===== src/rtl/pipe_pkg.sv =====
// Shared definitions for the pipeline controller: hold-vector encodings,
// stage bit positions, controller state type and default exception vector.
package pipe_pkg;

    localparam int STALL_W = 6;

    localparam logic [STALL_W-1:0] STALL_NONE = 6'b000000;
    localparam logic [STALL_W-1:0] STALL_ID   = 6'b000111;
    localparam logic [STALL_W-1:0] STALL_EX   = 6'b001111;
    localparam logic [STALL_W-1:0] STALL_MEM  = 6'b011111;

    localparam int STAGE_PC    = 0;
    localparam int STAGE_IFID  = 1;
    localparam int STAGE_IDEX  = 2;
    localparam int STAGE_EXMEM = 3;
    localparam int STAGE_MEMWB = 4;
    localparam int STAGE_RSVD  = 5;

    typedef enum logic {
        IDLE  = 1'b0,
        MULTI = 1'b1
    } ctrl_state_t;

    localparam logic [31:0] EXC_VECTOR_DEF = 32'h0000_0020;

endpackage


===== src/rtl/multi_cnt.sv =====
// Loadable down-counter used to time multi-cycle EX operations.
// Clear wins over load, load wins over decrement; it never wraps below zero.
module multi_cnt #(
    parameter int CNT_W = 6
) (
    input  logic             clk,
    input  logic             rst,
    input  logic             clr_i,
    input  logic             load_i,
    input  logic [CNT_W-1:0] load_val_i,
    input  logic             dec_i,
    output logic             zero_o,
    output logic             one_o
);

    logic [CNT_W-1:0] cnt_q;
    logic [CNT_W-1:0] cnt_d;

    assign zero_o = (cnt_q == {CNT_W{1'b0}});
    assign one_o  = (cnt_q == CNT_W'(1));

    // Next count selection.
    always_comb begin
        cnt_d = cnt_q;
        if (clr_i) begin
            cnt_d = {CNT_W{1'b0}};
        end else if (load_i) begin
            cnt_d = load_val_i;
        end else if (dec_i && !zero_o) begin
            cnt_d = cnt_q - CNT_W'(1);
        end else begin
            cnt_d = cnt_q;
        end
    end

    // Count register.
    always_ff @(posedge clk or negedge rst) begin
        if (!rst) begin
            cnt_q <= {CNT_W{1'b0}};
        end else begin
            cnt_q <= cnt_d;
        end
    end

endmodule


===== src/rtl/pipe_ctrl.sv =====
// Central pipeline controller: hold vector, multi-cycle EX sequencing,
// branch/exception redirects with deferral of branches while IF_ID is held.
module pipe_ctrl
    import pipe_pkg::*;
#(
    parameter int                ADDR_W     = 32,
    parameter int                CNT_W      = 6,
    parameter logic [ADDR_W-1:0] EXC_VECTOR = ADDR_W'(EXC_VECTOR_DEF)
) (
    input  logic              clk,
    input  logic              rst,
    input  logic              stallreq_id,
    input  logic              stallreq_ex,
    input  logic              stallreq_mem,
    input  logic              ex_multi_start,
    input  logic [CNT_W-1:0]  ex_multi_cycles,
    input  logic              branch_flag,
    input  logic [ADDR_W-1:0] branch_target,
    input  logic              excp_valid,
    output logic [5:0]        stall,
    output logic              flush_all,
    output logic              flush_ifid,
    output logic              redirect,
    output logic [ADDR_W-1:0] new_pc,
    output logic              multi_busy,
    output logic              multi_done
);

    ctrl_state_t       state_q, state_d;
    logic              pend_q, pend_d;
    logic [ADDR_W-1:0] pend_pc_q, pend_pc_d;

    logic n_is_zero_s;
    logic n_is_one_s;
    logic start_ok_s;
    logic cnt_clr_s;
    logic cnt_load_s;
    logic cnt_dec_s;
    logic cnt_zero_s;
    logic cnt_one_s;

    assign n_is_zero_s = (ex_multi_cycles == {CNT_W{1'b0}});
    assign n_is_one_s  = (ex_multi_cycles == CNT_W'(1));
    assign start_ok_s  = (state_q == IDLE) && ex_multi_start && !n_is_zero_s;

    multi_cnt #(
        .CNT_W (CNT_W)
    ) u_multi_cnt (
        .clk        (clk),
        .rst        (rst),
        .clr_i      (cnt_clr_s),
        .load_i     (cnt_load_s),
        .load_val_i (ex_multi_cycles - CNT_W'(1)),
        .dec_i      (cnt_dec_s),
        .zero_o     (cnt_zero_s),
        .one_o      (cnt_one_s)
    );

    // Zero-latency outputs; forced quiet while reset is asserted.
    always_comb begin
        stall      = STALL_NONE;
        flush_all  = 1'b0;
        flush_ifid = 1'b0;
        redirect   = 1'b0;
        new_pc     = {ADDR_W{1'b0}};
        multi_done = 1'b0;
        multi_busy = (state_q == MULTI);
        if (!rst) begin
            multi_busy = 1'b0;
        end else if (excp_valid) begin
            flush_all = 1'b1;
            redirect  = 1'b1;
            new_pc    = EXC_VECTOR;
        end else begin
            if (stallreq_mem) begin
                stall = STALL_MEM;
            end else if (stallreq_ex || (state_q == MULTI) || start_ok_s) begin
                stall = STALL_EX;
            end else if (stallreq_id) begin
                stall = STALL_ID;
            end else begin
                stall = STALL_NONE;
            end

            // A fresh branch supersedes an older deferred one.
            if (!stall[STAGE_IFID] && branch_flag) begin
                redirect   = 1'b1;
                flush_ifid = 1'b1;
                new_pc     = branch_target;
            end else if (!stall[STAGE_IFID] && pend_q) begin
                redirect   = 1'b1;
                flush_ifid = 1'b1;
                new_pc     = pend_pc_q;
            end else begin
                redirect   = 1'b0;
                flush_ifid = 1'b0;
            end

            multi_done = (start_ok_s && n_is_one_s) || ((state_q == MULTI) && cnt_one_s);
        end
    end

    // Next-state for the controller FSM, counter commands and branch deferral.
    always_comb begin
        state_d    = state_q;
        pend_d     = pend_q;
        pend_pc_d  = pend_pc_q;
        cnt_clr_s  = 1'b0;
        cnt_load_s = 1'b0;
        cnt_dec_s  = 1'b0;
        if (excp_valid) begin
            state_d   = IDLE;
            pend_d    = 1'b0;
            cnt_clr_s = 1'b1;
        end else begin
            case (state_q)
                IDLE: begin
                    if (start_ok_s && !n_is_one_s) begin
                        state_d    = MULTI;
                        cnt_load_s = 1'b1;
                    end else begin
                        state_d = IDLE;
                    end
                end
                MULTI: begin
                    cnt_dec_s = 1'b1;
                    // A zero count here is unreachable; leave rather than hang.
                    if (cnt_one_s || cnt_zero_s) begin
                        state_d = IDLE;
                    end else begin
                        state_d = MULTI;
                    end
                end
                default: begin
                    state_d   = IDLE;
                    cnt_clr_s = 1'b1;
                end
            endcase

            if (branch_flag && stall[STAGE_IFID]) begin
                pend_d    = 1'b1;
                pend_pc_d = branch_target;
            end else if (redirect) begin
                pend_d = 1'b0;
            end else begin
                pend_d = pend_q;
            end
        end
    end

    // Controller state registers.
    always_ff @(posedge clk or negedge rst) begin
        if (!rst) begin
            state_q   <= IDLE;
            pend_q    <= 1'b0;
            pend_pc_q <= {ADDR_W{1'b0}};
        end else begin
            state_q   <= state_d;
            pend_q    <= pend_d;
            pend_pc_q <= pend_pc_d;
        end
    end

endmodule


===== config.mk =====
export PLATFORM = sky130hd
export DESIGN_NAME = pipe_ctrl
export DESIGN_NICKNAME = d
export VERILOG_FILES = /design/src/rtl/pipe_pkg.sv /design/src/rtl/multi_cnt.sv /design/src/rtl/pipe_ctrl.sv
export SDC_FILE = /design/constraint.sdc
export NUM_CORES = 1
export LEC_CHECK = 0
export ABC_CLOCK_PERIOD_IN_PS = 2300
export CORE_MARGIN = 1
export CORE_UTILIZATION = 45
export DETAILED_ROUTE_END_ITERATION = 7
export PLACE_DENSITY = 0.88
export SLEW_MARGIN = 5
export SYNTH_ARGS = -nofsm -noshare
export SYNTH_HDL_FRONTEND = slang
export SYNTH_SLANG_ARGS = --single-unit

===== constraint.sdc =====
create_clock -name clk -period 2.3 [get_ports clk]
set_input_delay 0.46 -clock clk [delete_from_list [all_inputs] [get_ports clk]]
set_output_delay 0.46 -clock clk [all_outputs]
set_load 0.02 [all_outputs]

==> metrics <==
outcome=complete, but fails checks; failing checks=setup timing; post-synth top area share=39.9%; sw frac=31.0%; initial DRC count=176; DRT Pass-1 Iters=4; sequential cell area fraction in the yosys report=39.9%; Clk pwr share=23.5%; Fillers=302; Clk Latency, worst-skew pair=0.29 ns; final period utilization=108%; CP Launch Type=input pin; Post-Route Skew=0.00534 ns; Total Nets Final=419; routed vias=2514; H-Tree Level Count=2; post-detailed-route DRC marker count=0; commonest cells in the netlist=dfrtp_1 (40), nor2_1 (39), a22oi_1 (30), mux2_4 (30), clkbuf_1 (12); RSZ-0062 raised after global routing=yes; reg-to-reg startpoint=u_multi_cnt.cnt_q[2]$_DFFE_PN0P_; syn nets=294; initial antenna violation count=0; Synth area leader=dfrtp_1; maxcap violations=0; Post-DRT Antenna Nets=0; Final Hold Slack=0.138 ns; Non-Filler Instances=438; vias in the first global route=2635; Worst EP required=1.84 ns; Worst VDD drop=357 uV; Pins Over Slew Limit=0; top_reg_cell synth=dfrtp_1; worst min path class=input pin to asynchronous set/reset pin; GRT Total Usage=29.3%; grt ovf=0; Net Sw Power=656 uW; Worst Setup End Kind=output port; drt total wl=8.54 mm; Synth async-reset ratio=100%; Comb power frac=32.4%; Hold-fix buffers, CTS=0; Internal=1.46 mW; synthesized area=0.00251 mm2; Pwr Density=497 mW/mm2; clk root buf=clkbuf_8; Routability Congestion=0.901; die area=0.00588 mm2; Static Leak=1.82 nW; FF+latch count, synth=40; r2r endpoint=u_multi_cnt.cnt_q[1]$_DFFE_PN0P_; FMAX=0.402 GHz; Ys Warns=0; ant diodes=0; count leader, synth=dfrtp_1; Post-Syn Instances=242; clk slew on worst S/H paths=0.08 ns; placed cell count=412; io pins=89; Starting Density=47.9%; Num Clock Sinks=40; crit path max fanout=3; first-pass GRT wire length=13.4 mm; largest cells by area after synthesis=dfrtp_1 (40%), mux2_4 (18%), a22oi_1 (9.0%); share of layout cells above drive strength 1=49.5%; CTS max path bufs=2; row count=26; hpwl dp=5.11 mm; CTS tree=yes; footprint of the multi-input gates=0.00168 mm2; EDFF count, synth=0; worst r2r path cells=5; R2R Setup Slk=0.53 ns; CORE AREA=0.00524 mm2; Reg area=0.00100 mm2; Worst EP arrival=2.03 ns; final setup margin=-0.186 ns; Sequential Power Share=44.1%; Mean Syn Cell Area=10.4 um2; synth unique cells=45; largest net degree at the start of global routing=22; vias per inst=5.74; endpoints failing hold=0; number of port buffers=87; post-DR wirelength/cell=19.5 um; Tmin final=2.49 ns; final core occ=81.4%; TritonCTS Buffers=5; critical path class=input pin to output port; area grow syn2layout=69.9%; Final Setup Violations=36; die width=76.7 um; chip height=76.7 um
[layer usage]
layer,track usage [%],routed length (um),up-vias
met5,0,0,-
met4,8.85,232,0
met3,4.88,381,26
met2,53.4,4590,113
met1,35.1,3340,1251
li1,-,-,1124
[state kept, by name (all words and copies together) (netlist names)]
signal and cells:
pend_pc_q 32, pend_q 1, state_q 1, u_multi_cnt.cnt_q 6
[cells in the final DEF (no fill, tap or decap), types with 3 or more instances in the layout]
master / count
a22oi_1: 30
a21oi_1: 9
mux2_4: 30
xor2_1: 3
o21ai_1: 3
clkdlybuf4s50_1: 35
nor2_4: 30
nor2_1: 7
buf_2: 4
dfrtp_1: 40
buf_12: 6
ha_1: 4
clkbuf_8: 6
nand2_1: 6
buf_6: 38
buf_4: 42
nor3_1: 6
and2_1: 3
dlygate4sd2_1: 5
inv_1: 5
a31oi_1: 4
[worst max-delay path, stage by stage]
cell and delay [ns]:
buf_6 0.09, or4_4 0.57, o21ai_4 0.22, buf_4 0.15, buf_6 0.10, and2_4 0.15
a31o_2 0.17, buf_6 0.11
[per-stage QoR]
stage	setup TNS [ns]	area [um2]	power (mW)	setup WS, ns
6_report	-4.01	4260	2.12	-0.186
5_1_grt	-4.99	4260	2.22	-0.210
4_1_cts	-1.96	4200	2.07	-0.134
3_5_place_dp	-34.84	3640	1.54	-0.856
3_3_place_gp	-33.02	3640	1.51	-0.819
2_1_floorplan	-0.0536	2510	1.28	-0.00179
[power by group through the flow]
stage          clock, mW  sequential (mW)  combinational (mW)
2_1_floorplan          0            0.909               0.371
3_3_place_gp           0            0.925               0.582
3_5_place_dp           0            0.932               0.603
4_1_cts            0.497            0.924               0.647
5_1_grt            0.536            0.948               0.733
6_report           0.497            0.935               0.686
[kinds of logic after synthesis]
| kind of cell | Yosys count | share of synthesized area [%] |
|---|---|---|
| compound gates | 63 | 18.2 |
| xor+xnor | 5 | 1.75 |
| fa+ha+maj | 6 | 2.99 |
| buf+inv | 25 | 5.14 |
| flops | 40 | 39.9 |
| mux | 32 | 18.9 |
| other cells | 1 | 0.149 |
| simple gates | 70 | 13.1 |
[final cells by class]
cell class / instances / share of cell area, %
inverter: 6 / 0.528
tap: 70 / 2.05
clock inverter: 1 / 0.176
clock buffer: 7 / 2.03
timing repair buffer: 137 / 32.4
multi-input combinational: 177 / 39.3
sequential: 40 / 23.5
[how the worst max path moves through the flow]
stage                       to  slack (ns)                from
floorplan            new_pc[0]      -0.002  ex_multi_cycles[2]
detailed placement  new_pc[30]       -0.86  ex_multi_cycles[2]
finish               new_pc[5]       -0.19  ex_multi_cycles[3]
CTS                 new_pc[30]       -0.13  ex_multi_cycles[2]
global placement    new_pc[30]       -0.82  ex_multi_cycles[2]
global route         new_pc[5]       -0.21  ex_multi_cycles[3]
[timing repair]
action | CTS | global route
resized for setup | 315 | 28
gates cloned | 3 | 0
pin swaps | 29 | 6
endpoints found under the setup margin | 41 | 42
buffers inserted | 14 | 2
(Power assumes the default switching activity.)
